<file path="config.mk">
export PLATFORM = sky130hd
export DESIGN_NAME = adc_seq_ctrl_flat
export DESIGN_NICKNAME = d
export VERILOG_FILES = /design/src/rtl/adc_seq_if.sv /design/src/rtl/adc_seq_ctrl.sv /design/src/flat_wrapper.sv
export SDC_FILE = /design/constraint.sdc
export NUM_CORES = 1
export LEC_CHECK = 0
export CORE_UTILIZATION = 57
export DETAILED_ROUTE_END_ITERATION = 10
export GPL_TIMING_DRIVEN = 0
export MAX_ROUTING_LAYER = met4
export PLACE_DENSITY_LB_ADDON = 0.3
export SLEW_MARGIN = 20
export SYNTH_ARGS = -nofsm -noshare
export SYNTH_HDL_FRONTEND = slang
export SYNTH_SLANG_ARGS = --single-unit
</file>
<file path="constraint.sdc">
create_clock -name clk -period 4.8 [get_ports clk]
set_input_delay 0.48 -clock clk [delete_from_list [all_inputs] [get_ports clk]]
set_output_delay 0.48 -clock clk [all_outputs]
set_load 0.05 [all_outputs]
</file>
<file path="src/rtl/adc_seq_if.sv">
// Bundle between the readout/config logic and the SAR ADC sequencer.
// master = controlling side (readout logic / ADC comparator), slave = sequencer.
interface adc_seq_if #(
    parameter int MADC = 17
);
    // Readout/config side
    logic            start;
    logic            abort;
    logic            cont;
    logic [5:0]      cfg_en;
    logic            busy;
    logic [MADC-1:0] result;
    logic            result_valid;

    // ADC macro side
    logic            comp_out;
    logic            seq_init;
    logic            seq_samp;
    logic            seq_comp;
    logic            seq_update;
    logic            en_init;
    logic            en_samp_p;
    logic            en_samp_n;
    logic            en_comp;
    logic            en_update_p;
    logic            en_update_n;

    modport master (
        output start, abort, cont, cfg_en, comp_out,
        input  busy, result, result_valid,
        input  seq_init, seq_samp, seq_comp, seq_update,
        input  en_init, en_samp_p, en_samp_n, en_comp, en_update_p, en_update_n
    );

    modport slave (
        input  start, abort, cont, cfg_en, comp_out,
        output busy, result, result_valid,
        output seq_init, seq_samp, seq_comp, seq_update,
        output en_init, en_samp_p, en_samp_n, en_comp, en_update_p, en_update_n
    );
endinterface

</file>
<file path="src/rtl/adc_seq_ctrl.sv">
// SAR ADC conversion sequencer: INIT/SAMP/COMP/CAPT/UPDATE strobes, MSB-first result.
// Optional back-to-back conversions when ADC_SEQ_CONTINUOUS_EN is defined.
module adc_seq_ctrl #(
    parameter int MADC        = 17,
    parameter int SAMP_CYCLES = 2
) (
    input logic     clk,
    input logic     rst,
    adc_seq_if.slave bus
);
    localparam int            KW        = $clog2(MADC);
    localparam logic [KW-1:0] K_LAST    = KW'(MADC - 1);
    localparam logic [7:0]    SAMP_LOAD = 8'(SAMP_CYCLES - 1);

    generate
        if (MADC < 2 || MADC > 32) begin : g_bad_madc
            $error("adc_seq_ctrl: MADC must be in 2..32");
        end
        if (SAMP_CYCLES < 1 || SAMP_CYCLES > 255) begin : g_bad_samp
            $error("adc_seq_ctrl: SAMP_CYCLES must be in 1..255");
        end
    endgenerate

    typedef enum logic [2:0] {
        ST_IDLE,
        ST_INIT,
        ST_SAMP,
        ST_COMP,
        ST_CAPT,
        ST_UPDATE
    } state_t;

    state_t          state_reg, state_next;
    logic [KW-1:0]   k_reg, k_next;
    logic [7:0]      samp_cnt_reg, samp_cnt_next;
    logic [MADC-1:0] shift_reg, shift_next;
    logic [MADC-1:0] result_reg, result_next;
    logic            result_valid_reg, result_valid_next;
    logic [5:0]      en_reg, en_next;
    logic [3:0]      strobe_reg, strobe_next;   // {init, samp, comp, update}
    logic            busy_reg, busy_next;
    logic            last_decision;
    logic            restart;

`ifdef ADC_SEQ_CONTINUOUS_EN
    assign restart = bus.cont;
`else
    logic cont_unused;
    assign cont_unused = bus.cont;
    assign restart     = 1'b0;
`endif

    assign last_decision = (k_reg == K_LAST);

    // Each shift bit owns one decision index; INIT clears, CAPT of that index loads comp_out.
    genvar gi;
    generate
        for (gi = 0; gi < MADC; gi++) begin : g_shift
            localparam logic [KW-1:0] K_SEL = KW'(MADC - 1 - gi);
            always_comb begin
                shift_next[gi] = shift_reg[gi];
                if (state_reg == ST_INIT) begin
                    shift_next[gi] = 1'b0;
                end else if (state_reg == ST_CAPT && k_reg == K_SEL) begin
                    shift_next[gi] = bus.comp_out;
                end
            end
        end
    endgenerate

    always_comb begin
        state_next        = state_reg;
        k_next            = k_reg;
        samp_cnt_next     = samp_cnt_reg;
        result_next       = result_reg;
        result_valid_next = 1'b0;
        en_next           = en_reg;

        case (state_reg)
            ST_IDLE: begin
                if (bus.start) begin
                    en_next    = bus.cfg_en;
                    state_next = ST_INIT;
                end
            end
            ST_INIT: begin
                k_next        = '0;
                samp_cnt_next = SAMP_LOAD;
                state_next    = ST_SAMP;
            end
            ST_SAMP: begin
                if (samp_cnt_reg == 8'd0) begin
                    state_next = ST_COMP;
                end else begin
                    samp_cnt_next = samp_cnt_reg - 8'd1;
                end
            end
            ST_COMP: begin
                state_next = ST_CAPT;
            end
            ST_CAPT: begin
                if (!last_decision) begin
                    state_next = ST_UPDATE;
                end else begin
                    // shift_next already carries the final decision in bit 0
                    result_next       = shift_next;
                    result_valid_next = 1'b1;
                    if (restart) begin
                        en_next    = bus.cfg_en;
                        state_next = ST_INIT;
                    end else begin
                        state_next = ST_IDLE;
                    end
                end
            end
            ST_UPDATE: begin
                if (!last_decision) begin
                    k_next = k_reg + KW'(1);
                end
                state_next = ST_COMP;
            end
            default: begin
                state_next = ST_IDLE;
            end
        endcase

        // Abort wins over everything except reset and leaves result/enables untouched.
        if (bus.abort) begin
            state_next        = ST_IDLE;
            result_next       = result_reg;
            result_valid_next = 1'b0;
            en_next           = en_reg;
        end
    end

    // Strobes and busy are decoded from the next state so they are flop outputs.
    always_comb begin
        strobe_next = 4'b0000;
        case (state_next)
            ST_INIT:   strobe_next = 4'b1000;
            ST_SAMP:   strobe_next = 4'b0100;
            ST_COMP:   strobe_next = 4'b0010;
            ST_UPDATE: strobe_next = 4'b0001;
            default:   strobe_next = 4'b0000;
        endcase
        busy_next = (state_next != ST_IDLE);
    end

    always_ff @(posedge clk) begin
        if (rst) begin
            state_reg        <= ST_IDLE;
            k_reg            <= '0;
            samp_cnt_reg     <= 8'd0;
            shift_reg        <= '0;
            result_reg       <= '0;
            result_valid_reg <= 1'b0;
            en_reg           <= 6'd0;
            strobe_reg       <= 4'b0000;
            busy_reg         <= 1'b0;
        end else begin
            state_reg        <= state_next;
            k_reg            <= k_next;
            samp_cnt_reg     <= samp_cnt_next;
            shift_reg        <= shift_next;
            result_reg       <= result_next;
            result_valid_reg <= result_valid_next;
            en_reg           <= en_next;
            strobe_reg       <= strobe_next;
            busy_reg         <= busy_next;
        end
    end

    assign bus.seq_init     = strobe_reg[3];
    assign bus.seq_samp     = strobe_reg[2];
    assign bus.seq_comp     = strobe_reg[1];
    assign bus.seq_update   = strobe_reg[0];
    assign bus.busy         = busy_reg;
    assign bus.result       = result_reg;
    assign bus.result_valid = result_valid_reg;
    assign bus.en_init      = en_reg[5];
    assign bus.en_samp_p    = en_reg[4];
    assign bus.en_samp_n    = en_reg[3];
    assign bus.en_comp      = en_reg[2];
    assign bus.en_update_p  = en_reg[1];
    assign bus.en_update_n  = en_reg[0];
endmodule

</file>
<file path="src/flat_wrapper.sv">
// flat-port wrapper written by rule: the top's interface ports become plain ports
module adc_seq_ctrl_flat 
#(
    parameter int MADC        = 17,
    parameter int SAMP_CYCLES = 2
)
  (clk, rst, bus_start, bus_abort, bus_cont, bus_cfg_en, bus_comp_out, bus_busy, bus_result, bus_result_valid, bus_seq_init, bus_seq_samp, bus_seq_comp, bus_seq_update, bus_en_init, bus_en_samp_p, bus_en_samp_n, bus_en_comp, bus_en_update_p, bus_en_update_n);
  adc_seq_if #(.MADC(MADC)) bus_i ();
  input logic clk;
  input logic rst;
  input wire logic [$bits(bus_i.start)-1:0] bus_start;
  input wire logic [$bits(bus_i.abort)-1:0] bus_abort;
  input wire logic [$bits(bus_i.cont)-1:0] bus_cont;
  input wire logic [$bits(bus_i.cfg_en)-1:0] bus_cfg_en;
  input wire logic [$bits(bus_i.comp_out)-1:0] bus_comp_out;
  output wire logic [$bits(bus_i.busy)-1:0] bus_busy;
  output wire logic [$bits(bus_i.result)-1:0] bus_result;
  output wire logic [$bits(bus_i.result_valid)-1:0] bus_result_valid;
  output wire logic [$bits(bus_i.seq_init)-1:0] bus_seq_init;
  output wire logic [$bits(bus_i.seq_samp)-1:0] bus_seq_samp;
  output wire logic [$bits(bus_i.seq_comp)-1:0] bus_seq_comp;
  output wire logic [$bits(bus_i.seq_update)-1:0] bus_seq_update;
  output wire logic [$bits(bus_i.en_init)-1:0] bus_en_init;
  output wire logic [$bits(bus_i.en_samp_p)-1:0] bus_en_samp_p;
  output wire logic [$bits(bus_i.en_samp_n)-1:0] bus_en_samp_n;
  output wire logic [$bits(bus_i.en_comp)-1:0] bus_en_comp;
  output wire logic [$bits(bus_i.en_update_p)-1:0] bus_en_update_p;
  output wire logic [$bits(bus_i.en_update_n)-1:0] bus_en_update_n;
  assign bus_i.start = bus_start;
  assign bus_i.abort = bus_abort;
  assign bus_i.cont = bus_cont;
  assign bus_i.cfg_en = bus_cfg_en;
  assign bus_i.comp_out = bus_comp_out;
  assign bus_busy = bus_i.busy;
  assign bus_result = bus_i.result;
  assign bus_result_valid = bus_i.result_valid;
  assign bus_seq_init = bus_i.seq_init;
  assign bus_seq_samp = bus_i.seq_samp;
  assign bus_seq_comp = bus_i.seq_comp;
  assign bus_seq_update = bus_i.seq_update;
  assign bus_en_init = bus_i.en_init;
  assign bus_en_samp_p = bus_i.en_samp_p;
  assign bus_en_samp_n = bus_i.en_samp_n;
  assign bus_en_comp = bus_i.en_comp;
  assign bus_en_update_p = bus_i.en_update_p;
  assign bus_en_update_n = bus_i.en_update_n;
  adc_seq_ctrl #(.MADC(MADC), .SAMP_CYCLES(SAMP_CYCLES)) u_core (.clk(clk), .rst(rst), .bus(bus_i));
endmodule
</file>
# After elaboration in Yosys (flattened, before gate mapping)
# Cells that the tools add are included.
[classes] n_mux=45 add_sub_neg=2 reduce_logical=28 n_bitwise=2 eq_ne=27
[ops] cell="5-bit by 4-bit equality test with 1-bit output (second input constant)" n=8
[ops] cell="1-bit two-way mux" n=35
[ops] cell="5-bit by 3-bit equality test with 1-bit output (second input constant)" n=4
[ops] cell="3-bit one-hot mux with 6 select lines" n=1
[ops] cell="1-bit logical AND" n=17
[ops] cell="4-bit one-hot mux with 4 select lines" n=1
[ops] cell="8-bit one-hot mux with 2 select lines" n=1
[ops] cell="3-bit by 2-bit equality test with 1-bit output (second input constant)" n=4
[ops] cell="3-bit two-way mux" n=4
[ops] cell="5-bit by 2-bit equality test with 1-bit output (second input constant)" n=2
[ops] cell="5-bit one-hot mux with 2 select lines" n=1
[ops] cell="3-bit equality test (second input constant)" n=3
[ops] cell="8-bit logical NOT" n=1
[ops] cell="8-bit two-way mux" n=1
[ops] cell="8-bit by 1-bit subtractor with 8-bit output (second input constant)" n=1
[ops] cell="3-bit by 1-bit equality test with 1-bit output (second input constant)" n=2
[ops] cell="3-bit AND reduction" n=2
[ops] cell="5-bit by 1-bit adder with 5-bit output (second input constant)" n=1
[ops] cell="5-bit by 1-bit equality test with 1-bit output (second input constant)" n=1
[ops] cell="5-bit equality test (second input constant)" n=1
[ops] cell="5-bit logical NOT" n=1
[ops] cell="5-bit two-way mux" n=1
[ops] cell="2-bit inequality test (second input constant)" n=2
[ops] cell="2-bit AND reduction" n=2
[ops] cell="5 further kinds" n=7
[totals] elab_cells=113 inputBits=12 regBits=62 out_inout_bits=29

# Depth between registers and ports, before layout
# Gate-level depths: netlist (run 1).
[depth] ltp_word=6 depth_mapped=7 mapped_depth_nobuf=7

# Worst setup path before layout (run 1)
# No wires, ideal clock.
[synth_path] path_type="reg-to-reg" from="register u_core.state_reg[2]" to="register u_core.result_reg[10] (netlist: u_core.bus.result[10])" path_stages_with_launch=7 t_arrival_ps=1582 required_time_ps=4680 slack_ps=3098 synth_period_minus_slack_ps=1702 cell_sequence="dfxtp_1 -> or3b_1 -> buf_2 -> buf_6 -> nor3_1 -> mux2i_1 -> o2bb2ai_2"
[synth_via] elab_chain_len=4 elab_cells_between_ends=6
[synth_rtl] item="start: declaration" line_no="adc_seq_ctrl.sv:33" text="state_t state_reg, state_next;"
[synth_rtl] item="start signal: assignment" line_no="adc_seq_ctrl.sv:161" text="state_reg <= state_next;"
[synth_rtl] item="3-bit equality test" line_no="adc_seq_ctrl.sv:64, adc_seq_ctrl.sv:79"
[synth_rtl] item="1-bit logical AND" line_no="adc_seq_ctrl.sv:64" text="end else if (state_reg == ST_CAPT && k_reg == K_SEL) begin"
[synth_rtl] item="1-bit two-way mux" line_no="adc_seq_ctrl.sv:64"
[synth_rtl] item="1-bit two-way mux" line_no="adc_seq_ctrl.sv:62" text="if (state_reg == ST_INIT) begin"
[synth_rtl] item="end signal: assignment" line_no="adc_seq_ctrl.sv:165" text="result_reg <= result_next;"
[synth_rtl] item="end: declaration" line_no="adc_seq_ctrl.sv:37" text="logic [MADC-1:0] result_reg, result_next;"
# Parallel ways exist; a longest one is shown, timed or not.
# A chain may end at the register's enable or synchronous reset.

# Worst setup path after layout (run 1)
[layout_path] from="register u_core.result_reg[14] (netlist: u_core.bus.result[14])" to="output port bus_result[14]"
[layout_rtl] item="end: declaration" line_no="flat_wrapper.sv:17" text="output wire logic [$bits(bus_i.result)-1:0] bus_result;"
# No word-level cell between the ends.

==> results_dict.tcl, run 1 <==
set metrics [dict create \
    timing.rr.end "u_core.bus.result[3]" \
    synth-seq-cells 61 \
    irDropWorstVdd_mv 0.238 \
    grt_max_degree 11 \
    crit_path_max_incr_delay_ns 0.82 \
    die_area_sq_um 4890 \
    drtAntennaViolNets 0 \
    yosysSeqAreaShare 0.465 \
    worstPathCellList "clkdlybuf4s50_1" \
    syn2layout_area_growth_pct 23.7 \
    maxCapViolations 0 \
    rows 24 \
    first_pass_iters 4 \
    routed_via_density 5.66 \
    antenna_found_initial 0 \
    port_buffers 38 \
    overflow 0 \
    synth_cells 267 \
    clock_latency_ns 0.34 \
    min_from "u_core.bus.result[10]" \
    min_to "u_core.bus.result[10]" \
    ctsHoldBuffers 0 \
    period_share 0.416 \
    min-delay-path-class "flip-flop to flip-flop" \
    timing.fmax_ghz 0.501 \
    routed_wl_mm 5.09 \
    h-tree-depth 3 \
    critPathTopFamily "buffers and inverters" \
    dpl.hpwl_mm 3.48 \
    seqCellArea_sq_um 1220 \
    place.gp.congestion 0.865 \
    cp_data_arrival_time_ns 1.52 \
    largest_register_ffs 17 \
    slew_headroom 0.650 \
    wl_per_cell_microns 13.6 \
    startpoint_type "flip-flop" \
    reg2reg_from "u_core.state_reg[2]" \
    clockRootBuffer "clkbuf_8" \
    max-clock-path-buffers 2 \
    fin_crit_ns 2.00 \
    via_count 2110 \
    hold_viol 0 \
    clkTransAtPathRegs_ns 0.07 \
    multi_input_area_sq_um 1280 \
    die_height_microns 69.9 \
    synth-edff-count 0 \
    cts_resized 0 \
    cts_sinks 61 \
    syn_area_sq_um 2630 \
    avgSynthCellArea_sq_um 9.85 \
    core_sq_um 4380 \
    whs_path_depth 1 \
    syn_nets 285 \
    rsz0062_at_grt "no" \
    cts_buffers 9 \
    drc 0 \
    ys_types 46 \
    worstSetupPathType "flip-flop to output pin" \
    r2r_slack_ns 2.83 \
    ios 41 \
    cp_max_fo 2 \
    ys.warnings.count 0 \
    ys.flop_type "dfxtp_1" \
    cts_setup_buffers 0 \
    power.density_nw_per_um2 303 \
    crit_buf_inv 1 \
    p_leak_nw 1.11 \
    outcome "finished clean" \
    synthArstFlopShare 0 \
    slew_violations 0 \
    endpoint_kind "output pin" \
    drt_iter0_drc 171 \
    tns_ns 0 \
    initial_core_util 0.600 \
    die_w_microns 69.9 \
    setup_viol 0 \
    diodes 0 \
    fin_skew_ns 0.00591 \
    crit_required_ns 4.32 \
    grt_use_total 0.238 \
    worstMarginPinSlew_ns 0.520 \
    fin_nets 334 \
    rr_worst_depth 6 \
    cts_tree "built" \
    n_fill_cell 316 \
    grt_pass1_wl_mm 9.06 \
    drive_gt1_frac 0.125 \
    crit_slowest_cell "clkdlybuf4s50_1" \
    grt_pass1_vias 2005 \
    whs_ns 0.470 \
]
## layout by cell type, fill, tap and decap left out, types with 3 or more instances in the layout
cell             instances
a21oi_1                 11
buf_2                    6
clkbuf_1                 8
clkbuf_8                11
clkdlybuf4s50_1         38
clkinv_2                 3
dfxtp_1                 61
ha_1                     6
inv_1                   10
mux2i_1                 23
nand2_1                  3
nand2b_1                 8
nand3_1                  5
nand3b_1                 3
nor2_1                  38
nor3_1                  12
nor3_2                   3
nor4_1                   6
o21ai_0                  4
o2bb2ai_1                6
o2bb2ai_2                9
o31ai_1                  5
or4_1                    5
## Yosys cell counts (all sizes together), types with 4 or more instances
master,n,area [sq um]
clkbuf,7,26.3
dfxtp,61,1220
inv,10,37.5
buf,10,63.8
a21oi,11,55.1
nor2,38,143
mux2i,23,230
ha,6,75.1
o31ai,5,37.5
or4,5,37.5
o21ai,4,20.0
nand2b,8,50.1
nor3,15,90.1
o2bb2ai,15,188
nand3,5,25.0
nor4,6,37.5
## final cells by class
class                   instances  share of cell area
plain buffers                  17              0.0277
well taps                      52              0.0200
clock inverters                 4             0.00693
inverters                      10              0.0115
flip-flops and latches         61               0.376
clock buffers                  12              0.0477
repair buffers                 38               0.117
multi-input cells             179               0.394
## worst max-delay path by stage
| stage | cells past startpoint | to | startpoint | slack [ns] |
|---|---|---|---|---|
| 6_report | 1 | bus_result[14] | u_core.bus.result[14] | 2.80 |
| 5_1_grt | 5 | u_core.shift_reg[14] | u_core.state_reg[0] | 2.66 |
| 4_1_cts | 1 | bus_result[14] | u_core.bus.result[14] | 2.78 |
| 3_5_place_dp | 6 | u_core.bus.result[9] | bus_abort | 2.54 |
| 3_3_place_gp | 6 | u_core.bus.result[15] | bus_abort | 2.54 |
| 2_1_floorplan | 6 | u_core.bus.result[10] | u_core.state_reg[2] | 3.10 |
## kinds of logic after synthesis
kind of cell / synth area share
AOI/OAI and AO/OA: 0.155
xor gates and xnor gates: 0.00333
adders and majority gates: 0.0286
buffers and inverters: 0.0486
DFF: 0.465
muxes: 0.0876
and+or+nand+nor: 0.212
## power by group
| part | leakage, nW | switching [mW] | internal [mW] |
|---|---|---|---|
| Combinational | 0.529 | 0.0413 | 0.0261 |
| Sequential | 0.493 | 0.00321 | 0.512 |
| Clock | 0.0921 | 0.191 | 0.213 |
| Total | 1.11 | 0.236 | 0.751 |
## routing by layer
metal | part of all wire | vias to the layer above | global-route usage
li1 | - | 1057 | -
met1 | 0.48 | 960 | 0.301
met2 | 0.43 | 74 | 0.342
met3 | 0.062 | 19 | 0.0563
met4 | 0.032 | 0 | 0.149
met5 | 0 | - | -
## metrics by stage
| step | worst slack [ns] | area [sq um] | power (mW) | utilization | cells |
|---|---|---|---|---|---|
| after floorplan | 3.10 | 2630 | 0.570 | - | 267 |
| after global placement | 2.54 | 3070 | 0.592 | 0.701 | 357 |
| after detailed placement | 2.54 | 3070 | 0.593 | 0.701 | 357 |
| after CTS | 2.78 | 3250 | 0.991 | 0.742 | 373 |
| after global routing | 2.66 | 3250 | 1.02 | 0.742 | 373 |
| final | 2.80 | 3250 | 0.986 | 0.742 | 373 |
Note: power is estimated with default switching activity, not from simulation.
==> run 2: changes to the inputs <==
--- a/config.mk
+++ b/config.mk
@@ -5,7 +5,7 @@
 export SDC_FILE = /design/constraint.sdc
 export NUM_CORES = 1
 export LEC_CHECK = 0
-export CORE_UTILIZATION = 57
+export CORE_UTILIZATION = 53
 export DETAILED_ROUTE_END_ITERATION = 10
 export GPL_TIMING_DRIVEN = 0
 export MAX_ROUTING_LAYER = met4
==> constraint.sdc (replaced) <==
create_clock -name clk -period 1.9 [get_ports clk]
set_input_delay 0.19 -clock clk [delete_from_list [all_inputs] [get_ports clk]]
set_output_delay 0.19 -clock clk [all_outputs]
set_load 0.05 [all_outputs]
==> run 2 against run 1 <==
Against the previous run: worst hold slack lost 0.030 ns; largest cell class unchanged; combinational power rose to 2.6 times the previous value; critical path depth rose by 5; sequential cell count unchanged; clock power increased to 2.8 times the previous value; global-route usage shrank 2.0 points; die area up 7.3%; clock skew shrank 0.00053 ns; via count shrank 0.66%.
==> results_dict.tcl, run 2 (synthesis results as in run 1) <==
set metrics [dict create \
    grt_pass1_vias 1979 \
    placed_cells 372 \
    drive_gt1_frac 0.187 \
    fin_skew_ns 0.00538 \
    crit_buf_inv 2 \
    fin_crit_ns 1.84 \
    crit_required_ns 2.13 \
    startpoint_type "flip-flop" \
    diodes 0 \
    final_common_cell "dfxtp_1" \
    final_cell_mix "dfxtp_1, clkdlybuf4s50_1, nor2_1" \
    routed_via_density 5.40 \
    clkTransAtPathRegs_ns 0.07 \
    grt_pass1_wl_mm 8.48 \
    multi_input_area_sq_um 1380 \
    layout.cells.non_filler 388 \
    fin_util 0.715 \
    ios 41 \
    finalPower_mw 2.62 \
    comb_power_share 0.067 \
    cts_tree "built" \
    p_int_mw 1.99 \
    cts_sinks 61 \
    setup_viol 0 \
    n_fill_cell 356 \
    cp-startpoint "u_core.state_reg[2]" \
    worstMarginPinSlew_ns 0.507 \
    antenna_found_initial 0 \
    largest_register_ffs 17 \
    drt_iter0_drc 135 \
    p_sw_frac 0.238 \
    routed_wl_mm 5.27 \
    period_share 0.969 \
    worstSetupPathType "flip-flop to flip-flop" \
    clockRootBuffer "clkbuf_8" \
    slew_headroom 0.661 \
    cp_data_arrival_time_ns 2.07 \
    max-clock-path-buffers 2 \
    die_area_sq_um 5250 \
    clock_latency_ns 0.35 \
    h-tree-depth 3 \
    seqPwrFrac 0.496 \
    outcome "finished clean" \
    seqCellArea_sq_um 1220 \
    drtAntennaViolNets 0 \
    cp_max_fo 10 \
    crit_slowest_cell "dfxtp_4" \
    irDropWorstVdd_mv 0.552 \
    ctsHoldBuffers 0 \
    first_pass_iters 4 \
    p_leak_nw 1.14 \
    rsz0062_at_grt "yes" \
    overflow 0 \
    crit_path_max_incr_delay_ns 0.39 \
    power.density_nw_per_um2 770 \
    endpoint_kind "flip-flop" \
    grt_max_degree 12 \
    worstPathCellList "or3b_1, buf_2, buf_6, nor3_2, mux2i_1, o2bb2ai_1" \
    hold_viol 0 \
    rows 25 \
    min-delay-path-class "input pin to flip-flop" \
    maxCapViolations 0 \
    placed_area_sq_um 3090 \
    syn2layout_area_growth_pct 29.3 \
    grt_use_total 0.218 \
    slew_violations 0 \
    die_w_microns 72.4 \
    whs_ns 0.440 \
    reg2reg_from "u_core.state_reg[2]" \
    via_count 2096 \
    timing.fmax_ghz 0.543 \
    min_from "bus_comp_out" \
    die_height_microns 72.4 \
    place.gp.congestion 0.863 \
    dpl.hpwl_mm 3.66 \
    fin_area_sq_um 3400 \
    core_sq_um 4750 \
    port_buffers 38 \
    p_clk_frac 0.436 \
    wl_per_cell_microns 13.6 \
    fin_nets 334 \
    initial_core_util 0.553 \
    p_sw_mw 0.624 \
    critPathTopFamily "simple AND/OR/NAND/NOR gates" \
    drc 0 \
    cts_buffers 9 \
]
==> run 2: metrics by stage <==
stage	setup WS [ns]	TNS, ns
2_1_floorplan	0.198	0
3_3_place_gp	-0.0556	-0.482
3_5_place_dp	-0.0679	-0.434
4_1_cts	0.0142	0
5_1_grt	-0.00790	-0.0139
6_report	0.0585	0
==> run 2: tightest hold or removal path: stages <==
cell and delay [ns]:
clkbuf_1 0.21, mux2i_1 0.26, nor2_1 0.07
==> run 2: cell type report <==
cell class / instances / area share
Multi-Input combinational cell: 179 / 0.406
Sequential cell: 61 / 0.360
Timing Repair Buffer: 38 / 0.112
Clock buffer: 10 / 0.0405
Buffer: 17 / 0.0272
Tap cell: 67 / 0.0247
Clock inverter: 6 / 0.0184
Inverter: 10 / 0.0110
==> run 2: final timing paths <==
check / to / slack [ns] / cells past startpoint
hold / removal: u_core.shift_reg[16] / 0.44 / 3
hold reg to reg: u_core.bus.result[6] / 0.46 / 1
setup reg to reg: u_core.bus.result[5] / 0.06 / 6
setup / recovery: u_core.bus.result[5] / 0.06 / 6
==> run 2: per-layer routing <==
metal / global-route usage / wire length, microns / vias up
met5: - / 0 / -
met4: 0.157 / 158 / 0
met3: 0.0500 / 269 / 16
met2: 0.324 / 2380 / 65
met1: 0.259 / 2470 / 959
li1: - / - / 1056
==> run 2: repair_timing <==
item | in CTS | in global routing
setup endpoints to repair | 19 | 44
pin swaps | 2 | 0
endpoints found under the hold margin | 0 | 0
buffers inserted | 0 | 0
gates resized for setup | 3 | 21
==> run 2: power groups by stage <==
stage	sequential, mW	combinational [mW]	clock (mW)
global placement	1.33	0.167	0
global route	1.30	0.191	1.20
detailed placement	1.33	0.170	0
CTS	1.30	0.173	1.16
finish	1.30	0.176	1.14
floorplan	1.36	0.0795	0
